--- src/rtl/mips_pkg.sv ---
// Shared MIPS core definitions: bubble encoding, fetch state encoding and the
// opcode field values that the decoder in ID already relies on.
package mips_pkg;

    localparam logic [31:0] NOP_INSTR = 32'h0000_0000;

    typedef enum logic [1:0] {
        FS_BOOT   = 2'd0,
        FS_RUN    = 2'd1,
        FS_HALTED = 2'd2
    } fetch_state_e;

    localparam logic [5:0] OP_RTYPE = 6'h00;
    localparam logic [5:0] OP_J     = 6'h02;
    localparam logic [5:0] OP_JAL   = 6'h03;
    localparam logic [5:0] OP_BEQ   = 6'h04;
    localparam logic [5:0] OP_BNE   = 6'h05;
    localparam logic [5:0] OP_ADDI  = 6'h08;
    localparam logic [5:0] OP_LW    = 6'h23;
    localparam logic [5:0] OP_SW    = 6'h2B;

endpackage

--- src/rtl/fetch_stat_counter.sv ---
// Saturating event counter used for fetch statistics; sticks at all-ones
// until reset so a long run never wraps back to a misleading small value.
module fetch_stat_counter #(
    parameter int W = 16
) (
    input  logic         clk,
    input  logic         rst_n,
    input  logic         en,
    output logic [W-1:0] count
);

    logic [W-1:0] count_q;
    logic [W-1:0] count_d;

    always_comb begin
        count_d = count_q;
        if (en && (count_q != {W{1'b1}})) begin
            count_d = count_q + {{(W-1){1'b0}}, 1'b1};
        end
    end

    always_ff @(posedge clk or negedge rst_n) begin
        if (!rst_n) begin
            count_q <= '0;
        end else begin
            count_q <= count_d;
        end
    end

    assign count = count_q;

endmodule

--- src/rtl/instruction_fetch_stage.sv ---
// IF stage of the 5-stage MIPS core: owns the PC and the IF/ID register.
// Optional fetch/bubble statistics are built only when FETCH_STATS_EN is defined.
module instruction_fetch_stage
    import mips_pkg::*;
#(
    parameter logic [31:0] StartPC = 32'h0000_0000,
    parameter int          STAT_W  = 16
) (
    input  logic              CLK,
    input  logic              Reset_L,
    output logic [31:0]       InstrAddr,
    input  logic [31:0]       Instruction,
    input  logic              BranchTaken,
    input  logic [31:0]       BranchTarget,
    input  logic              Jump,
    input  logic [25:0]       JumpIndex,
    input  logic              Stall,
    input  logic              Halt,
    output logic [31:0]       IFID_Instr,
    output logic [31:0]       IFID_PCPlus4,
    output logic              IFID_Valid,
    output logic              Halted,
    output logic [STAT_W-1:0] FetchCount,
    output logic [STAT_W-1:0] BubbleCount
);

    fetch_state_e state_q, state_d;
    logic [31:0]  pc_q, pc_d;
    logic [31:0]  ifid_instr_q, ifid_instr_d;
    logic [31:0]  ifid_pcplus4_q, ifid_pcplus4_d;
    logic         ifid_valid_q, ifid_valid_d;
    logic         halted_q, halted_d;
    logic [31:0]  pc_plus4;

    assign pc_plus4 = pc_q + 32'd4;

    // Redirect priority in RUN: halt, branch, stall, jump, then sequential fetch.
    // A stalled jump is deliberately dropped; ID re-presents it next cycle.
    always_comb begin
        state_d        = state_q;
        pc_d           = pc_q;
        ifid_instr_d   = ifid_instr_q;
        ifid_pcplus4_d = ifid_pcplus4_q;
        ifid_valid_d   = ifid_valid_q;
        halted_d       = halted_q;
        case (state_q)
            FS_BOOT: begin
                state_d = FS_RUN;
            end
            FS_RUN: begin
                if (Halt) begin
                    state_d      = FS_HALTED;
                    halted_d     = 1'b1;
                    ifid_instr_d = NOP_INSTR;
                    ifid_valid_d = 1'b0;
                end else if (BranchTaken) begin
                    pc_d         = BranchTarget & ~32'h3;
                    ifid_instr_d = NOP_INSTR;
                    ifid_valid_d = 1'b0;
                end else if (!Stall) begin
                    if (Jump) begin
                        pc_d         = {ifid_pcplus4_q[31:28], JumpIndex, 2'b00};
                        ifid_instr_d = NOP_INSTR;
                        ifid_valid_d = 1'b0;
                    end else begin
                        pc_d           = pc_plus4;
                        ifid_instr_d   = Instruction;
                        ifid_pcplus4_d = pc_plus4;
                        ifid_valid_d   = 1'b1;
                    end
                end
            end
            FS_HALTED: begin
                ifid_instr_d = NOP_INSTR;
                ifid_valid_d = 1'b0;
            end
            default: begin
                state_d = FS_BOOT;
            end
        endcase
    end

    always_ff @(posedge CLK or negedge Reset_L) begin
        if (!Reset_L) begin
            state_q        <= FS_BOOT;
            pc_q           <= StartPC;
            ifid_instr_q   <= NOP_INSTR;
            ifid_pcplus4_q <= 32'h0;
            ifid_valid_q   <= 1'b0;
            halted_q       <= 1'b0;
        end else begin
            state_q        <= state_d;
            pc_q           <= pc_d;
            ifid_instr_q   <= ifid_instr_d;
            ifid_pcplus4_q <= ifid_pcplus4_d;
            ifid_valid_q   <= ifid_valid_d;
            halted_q       <= halted_d;
        end
    end

    assign InstrAddr    = pc_q;
    assign IFID_Instr   = ifid_instr_q;
    assign IFID_PCPlus4 = ifid_pcplus4_q;
    assign IFID_Valid   = ifid_valid_q;
    assign Halted       = halted_q;

`ifdef FETCH_STATS_EN
    logic fetch_en;
    logic bubble_en;

    // A held IF/ID during a stall is neither a new fetch nor a new bubble.
    assign fetch_en  = (state_q == FS_RUN) && !Halt && !BranchTaken && !Stall && !Jump;
    assign bubble_en = (state_q == FS_RUN) && (Halt || BranchTaken || (!Stall && Jump));

    fetch_stat_counter #(.W(STAT_W)) u_fetch_cnt (
        .clk   (CLK),
        .rst_n (Reset_L),
        .en    (fetch_en),
        .count (FetchCount)
    );

    fetch_stat_counter #(.W(STAT_W)) u_bubble_cnt (
        .clk   (CLK),
        .rst_n (Reset_L),
        .en    (bubble_en),
        .count (BubbleCount)
    );
`else
    assign FetchCount  = '0;
    assign BubbleCount = '0;
`endif

endmodule
--- config.mk ---
export PLATFORM = sky130hd
export DESIGN_NAME = instruction_fetch_stage
export DESIGN_NICKNAME = d
export VERILOG_FILES = /design/src/rtl/mips_pkg.sv /design/src/rtl/fetch_stat_counter.sv /design/src/rtl/instruction_fetch_stage.sv
export SDC_FILE = /design/constraint.sdc
export NUM_CORES = 1
export LEC_CHECK = 0
export CAP_MARGIN = 20
export CORE_UTILIZATION = 46
export DETAILED_ROUTE_END_ITERATION = 10
export GPL_TIMING_DRIVEN = 0
export PLACE_DENSITY = 0.87
export SKIP_LAST_GASP = 1
export SYNTH_ARGS = -nofsm -noshare
export SYNTH_HDL_FRONTEND = slang
export SYNTH_HIERARCHICAL = 1
export SYNTH_SLANG_ARGS = --single-unit
--- constraint.sdc ---
create_clock -name CLK -period 6.05 [get_ports CLK]
set_input_delay 1.21 -clock CLK [delete_from_list [all_inputs] [get_ports CLK]]
set_output_delay 1.21 -clock CLK [all_outputs]
set_load 0.005 [all_outputs]
==> results of run 1 <==
## cells by family after synthesis
family	after synthesis	synth area share, %
compound gates	140	19.7
xor+xnor	22	3.83
fa+ha+maj	5	1.24
buf+inv	74	8.62
flops	96	47.7
mux	3	0.621
other cells	1	0.0744
simple gates	177	18.3
## power groups by stage
stage	clock (mW)	sequential, mW	combinational, mW
after floorplan	0	1.11	0.523
after global placement	0	1.13	1.20
after detailed placement	0	1.14	1.24
after CTS	0.426	1.13	1.25
after global routing	0.458	1.18	1.36
final	0.421	1.14	1.25
## placed cells by master (no fill, tap or decap), types with 6 or more instances in the layout
cell / count
o21ai_0: 45
conb_1: 36
a21oi_1: 13
a22o_1: 33
a221o_1: 6
xor2_1: 11
nand2_1: 64
inv_1: 7
nand4_1: 8
clkdlybuf4s50_1: 186
dfrtp_1: 96
nor2_1: 19
buf_4: 38
clkbuf_1: 25
clkbuf_8: 9
a22oi_1: 8
nor3_1: 14
nand3_1: 26
xnor2_1: 11
and3_1: 13
## stage by stage
stage / total power, mW / hold slack (ns) / setup slack (ns) / instances / util, %
after global placement: 2.33 / 0.442 / 0.294 / 876 / 68.9
after floorplan: 1.64 / 0.451 / 3.29 / 553 / -
after detailed placement: 2.39 / 0.448 / 2.19 / 877 / 69.2
final: 2.81 / 0.479 / 2.67 / 894 / 71.1
after CTS: 2.81 / 0.482 / 2.57 / 893 / 71.0
after global routing: 3.00 / 0.510 / 2.57 / 894 / 71.1
## Yosys cell counts, types with 2 or more instances
cell / count
clkbuf_1: 25
inv_1: 7
nor3_1: 14
nand4_1: 8
and2_1: 2
xnor2_1: 11
dfrtp_1: 96
nand3b_1: 5
buf_4: 37
a21oi_1: 13
xor2_1: 11
a21o_1: 3
nor2b_1: 2
buf_6: 2
nand2_1: 64
or3_1: 3
ha_1: 5
nand3_1: 26
mux2i_1: 2
o211a_1: 3
nor4_1: 2
nand2b_1: 3
a22oi_1: 8
o22a_1: 2
a221o_1: 6
nor2_1: 19
a311o_1: 5
a221oi_1: 3
and4_1: 4
a22o_1: 33
or4_1: 2
and3_1: 13
a2bb2oi_1: 2
o22ai_1: 3
o211ai_1: 4
o21ai_0: 45
a211oi_1: 2
## metal layers
| layer | track usage, % | vias to the layer above | routed length (um) |
|---|---|---|---|
| met5 | 0 | - | 0 |
| li1 | - | 2281 | - |
| met2 | 49.5 | 337 | 7740 |
| met4 | 14.2 | 0 | 639 |
| met1 | 35.3 | 2341 | 6220 |
| met3 | 8.88 | 51 | 1840 |
## final timing paths
path / to / slack, ns / cells past startpoint
min in group asynchronous: InstrAddr[23] / 0.84 / 1
worst min register to register: Halted / 0.48 / 1
max in group asynchronous: IFID_PCPlus4[4] / 4.54 / 2
worst min-delay path: Halted / 0.48 / 1
worst max-delay path: IFID_PCPlus4[17] / 2.67 / 7
worst max register to register: IFID_PCPlus4[17] / 3.38 / 8
## final cells by class
cell class	instances	area [um^2]	share of cell area, %
sequential	96	2400	32.3
multi-input combinational	383	2330	31.4
timing repair buffer	189	1900	25.6
buffer	66	404	5.43
tap	136	170	2.29
clock buffer	9	124	1.67
clock inverter	7	72.6	0.976
inverter	8	30.0	0.404
## flip-flops by register name, summed over array words and instances (netlist names)
name,count
InstrAddr,30
Halted,1
IFID_Valid,1
state_q,2
IFID_PCPlus4,30
IFID_Instr,32
==> key figures, run 1 <==
Synthesis
  – Gate Count Post-Synth: 518
  – Yosys reg bits: 96
  – Synth warn: 6
  – Post-synth EDFFs: 0
  – Synth unique cells: 60
  – Share of the synthesized area in the top cell type: 47.7%
  – Post-synthesis sequential area ratio: 47.7%
  – Post-Synthesis Cell Area: 5040 um^2
  – Area leader, netlist: dfrtp_1
  – Ys async rst share: 100%
  – Mean area per synthesized cell: 9.72 um^2
  – Top cells by area, synth: dfrtp_1, a22o_1, buf_4, nand2_1, o21ai_0
  – Synth Flop Type: dfrtp_1

Clocking
  – CTS Hold Bufs: 0
  – # clock sinks: 96
  – Clock Latency Late Sink: 0.37 ns
  – CTS HTree Levels: 3
  – Bufs on Longest Clock Path: 2
  – Post-CTS Setup Repair Bufs: 0
  – CTS tree: yes
  – Post-CTS sizing: 0
  – Clk pin slew, worst setup/hold paths: 0.10 ns
  – Number of CTS-inserted buffers: 9
  – Root Driver: clkbuf_8

Timing
  – Max Slew Vio Count: 0
  – Least-Margin Pin Slew: 1.06 ns
  – Max_slew headroom: 28.5%
  – Unrepaired setup endpoints after global routing: false
  – Final Hold Violating Endpoints: 0
  – Setup TNS Final: 0 ns
  – Period minus WS final: 3.38 ns
  – # setup viols final: 0
  – Final setup skew: 0.0135 ns
  – Final period util: 55.8%
  – Fmax: 296 MHz

Power and ir drop
  – Sw frac: 36.4%
  – Sequential share of power: 40.6%
  – Int Pwr: 1.79 mW
  – Combinational power share: 44.4%
  – NetSw: 1.02 mW
  – Clock power share: 15.0%
  – Pleak: 3.27 nW
  – Pwr dens: 378 nW/um^2
  – Worst vdd ir: 202 uV

Cells and area
  – FILL cells: 809
  – Antenna diodes: 0
  – Finished Cell Area: 7440 um^2
  – Share of cells above drive strength 1: 9.37%
  – Area Growth Syn to Fin: 47.6%
  – NumNets Final: 854

Worst setup path
  – Critical path fanouts, max: 10
  – Slowest CP cell: nor4b_4
  – Worst path required time: 6.29 ns
  – Crit path largest cell delay: 0.67 ns
  – CP endpoint kind: flip-flop
  – CP Class: primary input to flip-flop
  – Startpoint types: primary input
  – CP delay by family, top: buffers and inverters
  – Launch point of the worst reg-to-reg path: state_q[1]
  – CP Launch Point: Halt
  – CP bufs+invs: 3
  – CP Cell Sequence: clkdlybuf4s50_1 > nor4b_4 > nand2_1 > clkbuf_1 > clkbuf_1 > nand2_1 > o21ai_0
  – CP Data Arrival Time: 3.61 ns

Floorplan
  – Core ar.: 10500 um^2
  – Starting Density: 48.1%
  – Die height: 107 um
  – Die ar.: 11400 um^2
  – Die W: 107 um
  – I/O Pins: 226
  – Std-Cell Rows: 37

GRT
  – Overflow after GRT: 0
  – Number of global-route vias before repair: 5114
  – Pin count of the biggest net entering global routing: 55
  – Initial antenna violation count: 0
  – Global Route Usage Sum: 29.8%
  – First-pass GRT wire length: 25.9 mm

Routing
  – Detailed Routing Iterations Pass 1: 5
  – Routed wire length: 16.4 mm
  – Initial drt markers: 374
  – WL/cell: 18.4 um
  – Residual DRC: 0
  – Vias per cell: 5.60
  – DRT antenna net count: 0
  – Via count: 5010

Job
  – Max-cap viol count: 0

Placement
  – Detailed-placement wirelength estimate: 12.4 mm
  – Port bufs: 187
  – Placed cell area: 7240 um^2
  – GP Congestion: 0.947

Worst hold path
  – Hold Startpoint: Halted
  – Hold Path Class: flip-flop to flip-flop

Status
  – Status: finished, final reports clean
Note: power is estimated with default switching activity, not from simulation.
==> inputs of run 2 (changes only) <==
--- a/config.mk
+++ b/config.mk
@@ -6,10 +6,10 @@
 export NUM_CORES = 1
 export LEC_CHECK = 0
 export CAP_MARGIN = 20
-export CORE_UTILIZATION = 46
+export CORE_UTILIZATION = 42
 export DETAILED_ROUTE_END_ITERATION = 10
 export GPL_TIMING_DRIVEN = 0
-export PLACE_DENSITY = 0.87
+export PLACE_DENSITY = 0.81
 export SKIP_LAST_GASP = 1
 export SYNTH_ARGS = -nofsm -noshare
 export SYNTH_HDL_FRONTEND = slang
==> constraint.sdc (replaced) <==
create_clock -name CLK -period 3.4 [get_ports CLK]
set_input_delay 0.68 -clock CLK [delete_from_list [all_inputs] [get_ports CLK]]
set_output_delay 0.68 -clock CLK [all_outputs]
set_load 0.005 [all_outputs]
==> key figures, run 2 (synthesized netlist as in run 1, its figures left out) <==
Status
  – Failing checks: design-rule violations
  – Status: complete, but fails checks

Timing
  – Period minus WS final: 3.00 ns
  – Final setup skew: 0.0121 ns (-0.00142 ns)
  – # setup viols final: 0 (unchanged)
  – Least-Margin Pin Slew: 1.14 ns (+0.0767 ns)
  – Max_slew headroom: 23.3% (-5.1 points)
  – Final period util: 88.2%
  – Unrepaired setup endpoints after global routing: false
  – Fmax: 334 MHz
  – Final Hold Violating Endpoints: 0 (unchanged)
  – Max Slew Vio Count: 0 (unchanged)

Cells and area
  – Most frequent cells in the layout: clkdlybuf4s50_1, dfrtp_1, nand2_1
  – FILL cells: 972 (+20%)
  – Commonest non-fill, non-tap cell in the layout: clkdlybuf4s50_1
  – Multi-input logic area: 2330 um^2 (unchanged)
  – FF/Latch Area: 2400 um^2 (unchanged)
  – Fin cells: 900 (+0.67%)
  – Share of cells above drive strength 1: 8.85% (-0.52 points)
  – Max reg flops: 32 (unchanged)
  – NumNets Final: 853 (-0.12%)
  – Finished Cell Area: 7530 um^2 (+1.2%)
  – Antenna diodes: 0 (unchanged)
  – Area Growth Syn to Fin: 49.4%

Worst setup path
  – CP endpoint kind: flip-flop
  – Launch point of the worst reg-to-reg path: state_q[1]
  – Slowest CP cell: nor4_1
  – Worst path required time: 3.67 ns (-2.62 ns)
  – CP Class: primary input to flip-flop
  – CP Data Arrival Time: 3.27 ns (-0.34 ns)
  – CP Cell Sequence: clkdlybuf4s50_1 > buf_6 > nand2b_1 > o21ai_1 > nor4_1 > clkbuf_1 > a22o_1
  – R2r endpoint: IFID_Instr[23]
  – FF-to-FF setup slack: 0.77 ns (-2.61 ns)
  – Register-to-Register Path Depth: 7 (-1)
  – Startpoint types: primary input
  – Crit path largest cell delay: 0.90 ns (+0.23 ns)
  – Critical path fanouts, max: 10 (unchanged)

Routing
  – Detailed Routing Iterations Pass 1: 8 (+3)
  – Initial drt markers: 425 (+14%)
  – Vias per cell: 5.56 (-0.85%)
  – Via count: 5001 (-0.18%)
  – WL/cell: 18.0 um (-2.4%)
  – DRT antenna net count: 0 (unchanged)
  – Residual DRC: 18 (+18)
  – Routed wire length: 16.2 mm (-1.7%)

Power and ir drop
  – Pwr dens: 696 nW/um^2 (+84%)
  – Pleak: 3.31 nW (+1.2%)
  – Pwr Total: 5.24 mW (+86%)
  – Worst vdd ir: 315 uV (+55%)

Clocking
  – Clk pin slew, worst setup/hold paths: 0.07 ns (-0.03 ns)
  – CTS tree: yes
  – Clock Latency Late Sink: 0.34 ns (-0.03 ns)
  – # clock sinks: 96 (unchanged)
  – Bufs on Longest Clock Path: 2 (unchanged)
  – CTS HTree Levels: 3 (unchanged)
  – Root Driver: clkbuf_16
  – Post-CTS sizing: 0 (unchanged)
  – CTS Hold Bufs: 0 (unchanged)
  – Post-CTS Setup Repair Bufs: 0 (unchanged)
  – Number of CTS-inserted buffers: 9 (unchanged)

Floorplan
  – Std-Cell Rows: 39 (+5.4%)
  – Starting Density: 43.6% (-4.6 points)
  – I/O Pins: 226 (unchanged)
  – Die ar.: 12400 um^2 (+9.3%)
  – Core ar.: 11600 um^2 (+11%)
  – Die height: 112 um (+4.6%)
  – Die W: 112 um (+4.6%)

Placement
  – Detailed-placement wirelength estimate: 12.2 mm (-2.2%)
  – Port bufs: 187 (unchanged)
  – GP Congestion: 0.933 (-1.5%)
  – Placed cell area: 7240 um^2 (+0.12%)
  – Placed insts: 884 (+0.80%)

Job
  – Max-cap viol count: 0 (unchanged)

Worst hold path
  – Hold Path Class: primary input to asynchronous set/reset pin

GRT
  – Pin count of the biggest net entering global routing: 57 (+3.6%)
  – Global Route Usage Sum: 26.0% (-3.8 points)
  – Overflow after GRT: 0 (unchanged)
  – First-pass GRT wire length: 25.1 mm (-3.4%)
  – Number of global-route vias before repair: 4896 (-4.3%)
  – Initial antenna violation count: 0 (unchanged)
## run 2: cell types whose count changed in the layout (fill, tap and decap cells not counted), sizes merged
cell,delta
clkinvlp,-2
clkbuf,+3
clkinv,-1
buf,-1
## run 2: cell type report
class | instances | area share [%]
Timing Repair Buffer | 188 | 25.2
Sequential cell | 96 | 31.9
Multi-Input combinational cell | 383 | 31.0
Inverter | 8 | 0.399
Clock inverter | 4 | 0.599
Tap cell | 143 | 2.38
Buffer | 66 | 5.37
Clock buffer | 12 | 3.14
## run 2: how the worst max path moves through the flow
stage                 from              to  cells after the start
2_1_floorplan         Jump  IFID_Instr[17]                      5
3_3_place_gp       Reset_L   IFID_Instr[8]                      1
3_5_place_dp   BranchTaken  IFID_Instr[23]                      7
4_1_cts        BranchTaken  IFID_Instr[23]                      7
5_1_grt        BranchTaken  IFID_Instr[15]                      7
6_report       BranchTaken  IFID_Instr[23]                      7
## run 2: critical path, delay by kind of cell
kind | cells | cell delay (ns)
buf+inv | 3 | 1.14
simple gates | 2 | 1.04
compound gates | 2 | 0.40
## run 2: metrics by stage
step / utilization, % / hold slack, ns / setup TNS [ns] / worst slack [ns]
2_1_floorplan: - / 0.384 / 0 / 1.17
3_3_place_gp: 62.4 / 0.447 / -170.47 / -1.78
3_5_place_dp: 62.6 / 0.450 / 0 / 0.122
4_1_cts: 65.1 / 0.342 / 0 / 0.477
5_1_grt: 65.1 / 0.361 / 0 / 0.327
6_report: 65.1 / 0.314 / 0 / 0.402
## run 2: routing by layer
layer / wire (um) / track usage (%)
met1: 6240 / 31.1
met2: 7570 / 43.9
met3: 1820 / 6.75
met4: 531 / 11.7
met5: 0 / 0
## run 2: power breakdown
group	internal [mW]	switching [mW]	leakage, nW
combinational	1.28	0.926	1.94
clock	0.568	0.421	0.140
sequential	1.57	0.479	1.23
total	3.41	1.83	3.31
==> inputs of run 3 (changes only) <==
--- a/config.mk
+++ b/config.mk
@@ -6,6 +6,7 @@
 export NUM_CORES = 1
 export LEC_CHECK = 0
 export CAP_MARGIN = 20
+export CORE_MARGIN = 2
 export CORE_UTILIZATION = 42
 export DETAILED_ROUTE_END_ITERATION = 10
 export GPL_TIMING_DRIVEN = 0
==> key figures, run 3 (synthesized netlist as in run 1, its figures left out) <==
Placement
  – Detailed-placement wirelength estimate: 12.6 mm (+3.2%)
  – GP Congestion: 0.902 (-3.3%)
  – Placed cell area: 7240 um^2 (unchanged)
  – Port bufs: 187 (unchanged)
  – Placed insts: 884 (unchanged)

Timing
  – Least-Margin Pin Slew: 0.950 ns (-0.192 ns)
  – # setup viols final: 0 (unchanged)
  – Unrepaired setup endpoints after global routing: false
  – Final period util: 84.8% (-3.3 points)
  – Fmax: 347 MHz (+3.9%)
  – Max Slew Vio Count: 0 (unchanged)
  – Setup TNS Final: 0 ns (unchanged)
  – Final Hold Violating Endpoints: 0 (unchanged)
  – Max_slew headroom: 36.1% (+13 points)
  – Period minus WS final: 2.88 ns (-0.114 ns)
  – Final setup skew: 0.0126 ns (+0.000514 ns)

Worst setup path
  – R2r endpoint: IFID_PCPlus4[2]
  – CP Class: primary input to flip-flop
  – Critical path fanouts, max: 10 (unchanged)
  – Launch point of the worst reg-to-reg path: state_q[1]
  – Register-to-Register Path Depth: 7 (unchanged)
  – Worst path required time: 3.67 ns (about the same)
  – CP endpoint kind: flip-flop
  – Startpoint types: primary input
  – CP Data Arrival Time: 3.15 ns (-0.12 ns)
  – FF-to-FF setup slack: 0.74 ns (-0.03 ns)

Floorplan
  – Core ar.: 11600 um^2 (unchanged)
  – Starting Density: 43.6% (unchanged)
  – Die ar.: 12900 um^2 (+3.6%)
  – Die W: 114 um (+1.8%)
  – I/O Pins: 226 (unchanged)
  – Std-Cell Rows: 39 (unchanged)
  – Die height: 114 um (+1.8%)

Clocking
  – CTS HTree Levels: 3 (unchanged)
  – Bufs on Longest Clock Path: 2 (unchanged)
  – CTS Hold Bufs: 0 (unchanged)
  – Root Driver: clkbuf_16
  – Number of CTS-inserted buffers: 9 (unchanged)
  – CTS tree: yes
  – Post-CTS Setup Repair Bufs: 0 (unchanged)
  – Clk pin slew, worst setup/hold paths: 0.07 ns (about the same)
  – Post-CTS sizing: 0 (unchanged)
  – # clock sinks: 96 (unchanged)
  – Clock Latency Late Sink: 0.35 ns (about the same)

GRT
  – Initial antenna violation count: 0 (unchanged)
  – First-pass GRT wire length: 25.8 mm (+2.9%)
  – Number of global-route vias before repair: 5033 (+2.8%)
  – Overflow after GRT: 0 (unchanged)
  – Pin count of the biggest net entering global routing: 54 (-5.3%)
  – Global Route Usage Sum: 25.6% (-0.39 points)

Routing
  – DRT antenna net count: 0 (unchanged)
  – Via count: 4958 (-0.86%)
  – Vias per cell: 5.51 (-0.86%)
  – Initial drt markers: 379 (-11%)
  – Routed wire length: 16.6 mm (+2.5%)
  – Residual DRC: 0 (-18)
  – Detailed Routing Iterations Pass 1: 5 (-3)
  – WL/cell: 18.4 um (+2.5%)

Power and ir drop
  – Worst vdd ir: 395 uV (+26%)
  – Pwr dens: 693 nW/um^2 (-0.53%)
  – Pleak: 3.30 nW (-0.35%)

Job
  – Max-cap viol count: 0 (unchanged)

Cells and area
  – Commonest non-fill, non-tap cell in the layout: clkdlybuf4s50_1
  – Most frequent cells in the layout: clkdlybuf4s50_1, dfrtp_1, nand2_1
  – Area Growth Syn to Fin: 49.4% (unchanged)
  – NumNets Final: 854 (+0.12%)
  – Antenna diodes: 0 (unchanged)
  – Max reg flops: 32 (unchanged)
  – Finished Cell Area: 7530 um^2 (unchanged)
  – Share of cells above drive strength 1: 9.11% (+0.26 points)
  – Fin cells: 900 (unchanged)
  – FILL cells: 985 (+1.3%)

Status
  – Status: finished, final reports clean

Worst hold path
  – Hold Path Class: primary input to asynchronous set/reset pin
-- run 3: cell count changes in the layout (fill, tap and decap cells not counted), sizes merged --
cell,previous run,this run
bufinv,1,0
clkinv,4,2
clkinvlp,0,3
-- run 3: worst max-delay path, stage by stage --
cell and delay [ns]:
clkdlybuf4s50_1 0.45, buf_4 0.21, or2_2 0.36, nor4_1 0.80
clkbuf_1 0.43, a22o_1 0.22
-- run 3: layout make-up --
| type | count | area, um^2 | area share, % |
|---|---|---|---|
| inverter | 8 | 30.0 | 0.399 |
| timing repair buffer | 189 | 1900 | 25.3 |
| sequential | 96 | 2400 | 31.9 |
| clock buffer | 11 | 243 | 3.23 |
| tap | 143 | 179 | 2.38 |
| buffer | 66 | 404 | 5.37 |
| clock inverter | 4 | 31.3 | 0.416 |
| multi-input combinational | 383 | 2330 | 31.0 |
-- run 3: metal layers --
metal / part of all wire (%) / global-route usage, %
met1: 39 / 31.2
met2: 48 / 43.7
met3: 10 / 7.07
met4: 2.6 / 9.02
met5: 0 / 0
-- run 3: how the worst max path moves through the flow --
stage	cells after the start	startpoint	endpoint
5_1_grt	7	BranchTaken	IFID_Instr[24]
4_1_cts	6	Jump	IFID_Instr[24]
2_1_floorplan	5	Jump	IFID_Instr[17]
3_3_place_gp	1	Reset_L	IFID_Instr[7]
6_report	6	Jump	IFID_Instr[24]
3_5_place_dp	6	Jump	IFID_Instr[24]
-- run 3: power breakdown --
part	internal (mW)	switching [mW]
combinational	1.28	0.938
sequential	1.57	0.474
clock	0.514	0.438
-- run 3: per-stage QoR --
| step | power (mW) | utilization, % | hold WS [ns] | setup WS [ns] |
|---|---|---|---|---|
| 5_1_grt | 5.53 | 65.1 | 0.387 | 0.313 |
| 6_report | 5.21 | 65.1 | 0.329 | 0.516 |
| 4_1_cts | 5.21 | 65.0 | 0.359 | 0.514 |
| 3_3_place_gp | 4.17 | 62.4 | 0.442 | -1.85 |
| 3_5_place_dp | 4.25 | 62.6 | 0.458 | 0.161 |
| 2_1_floorplan | 2.91 | - | 0.384 | 1.17 |
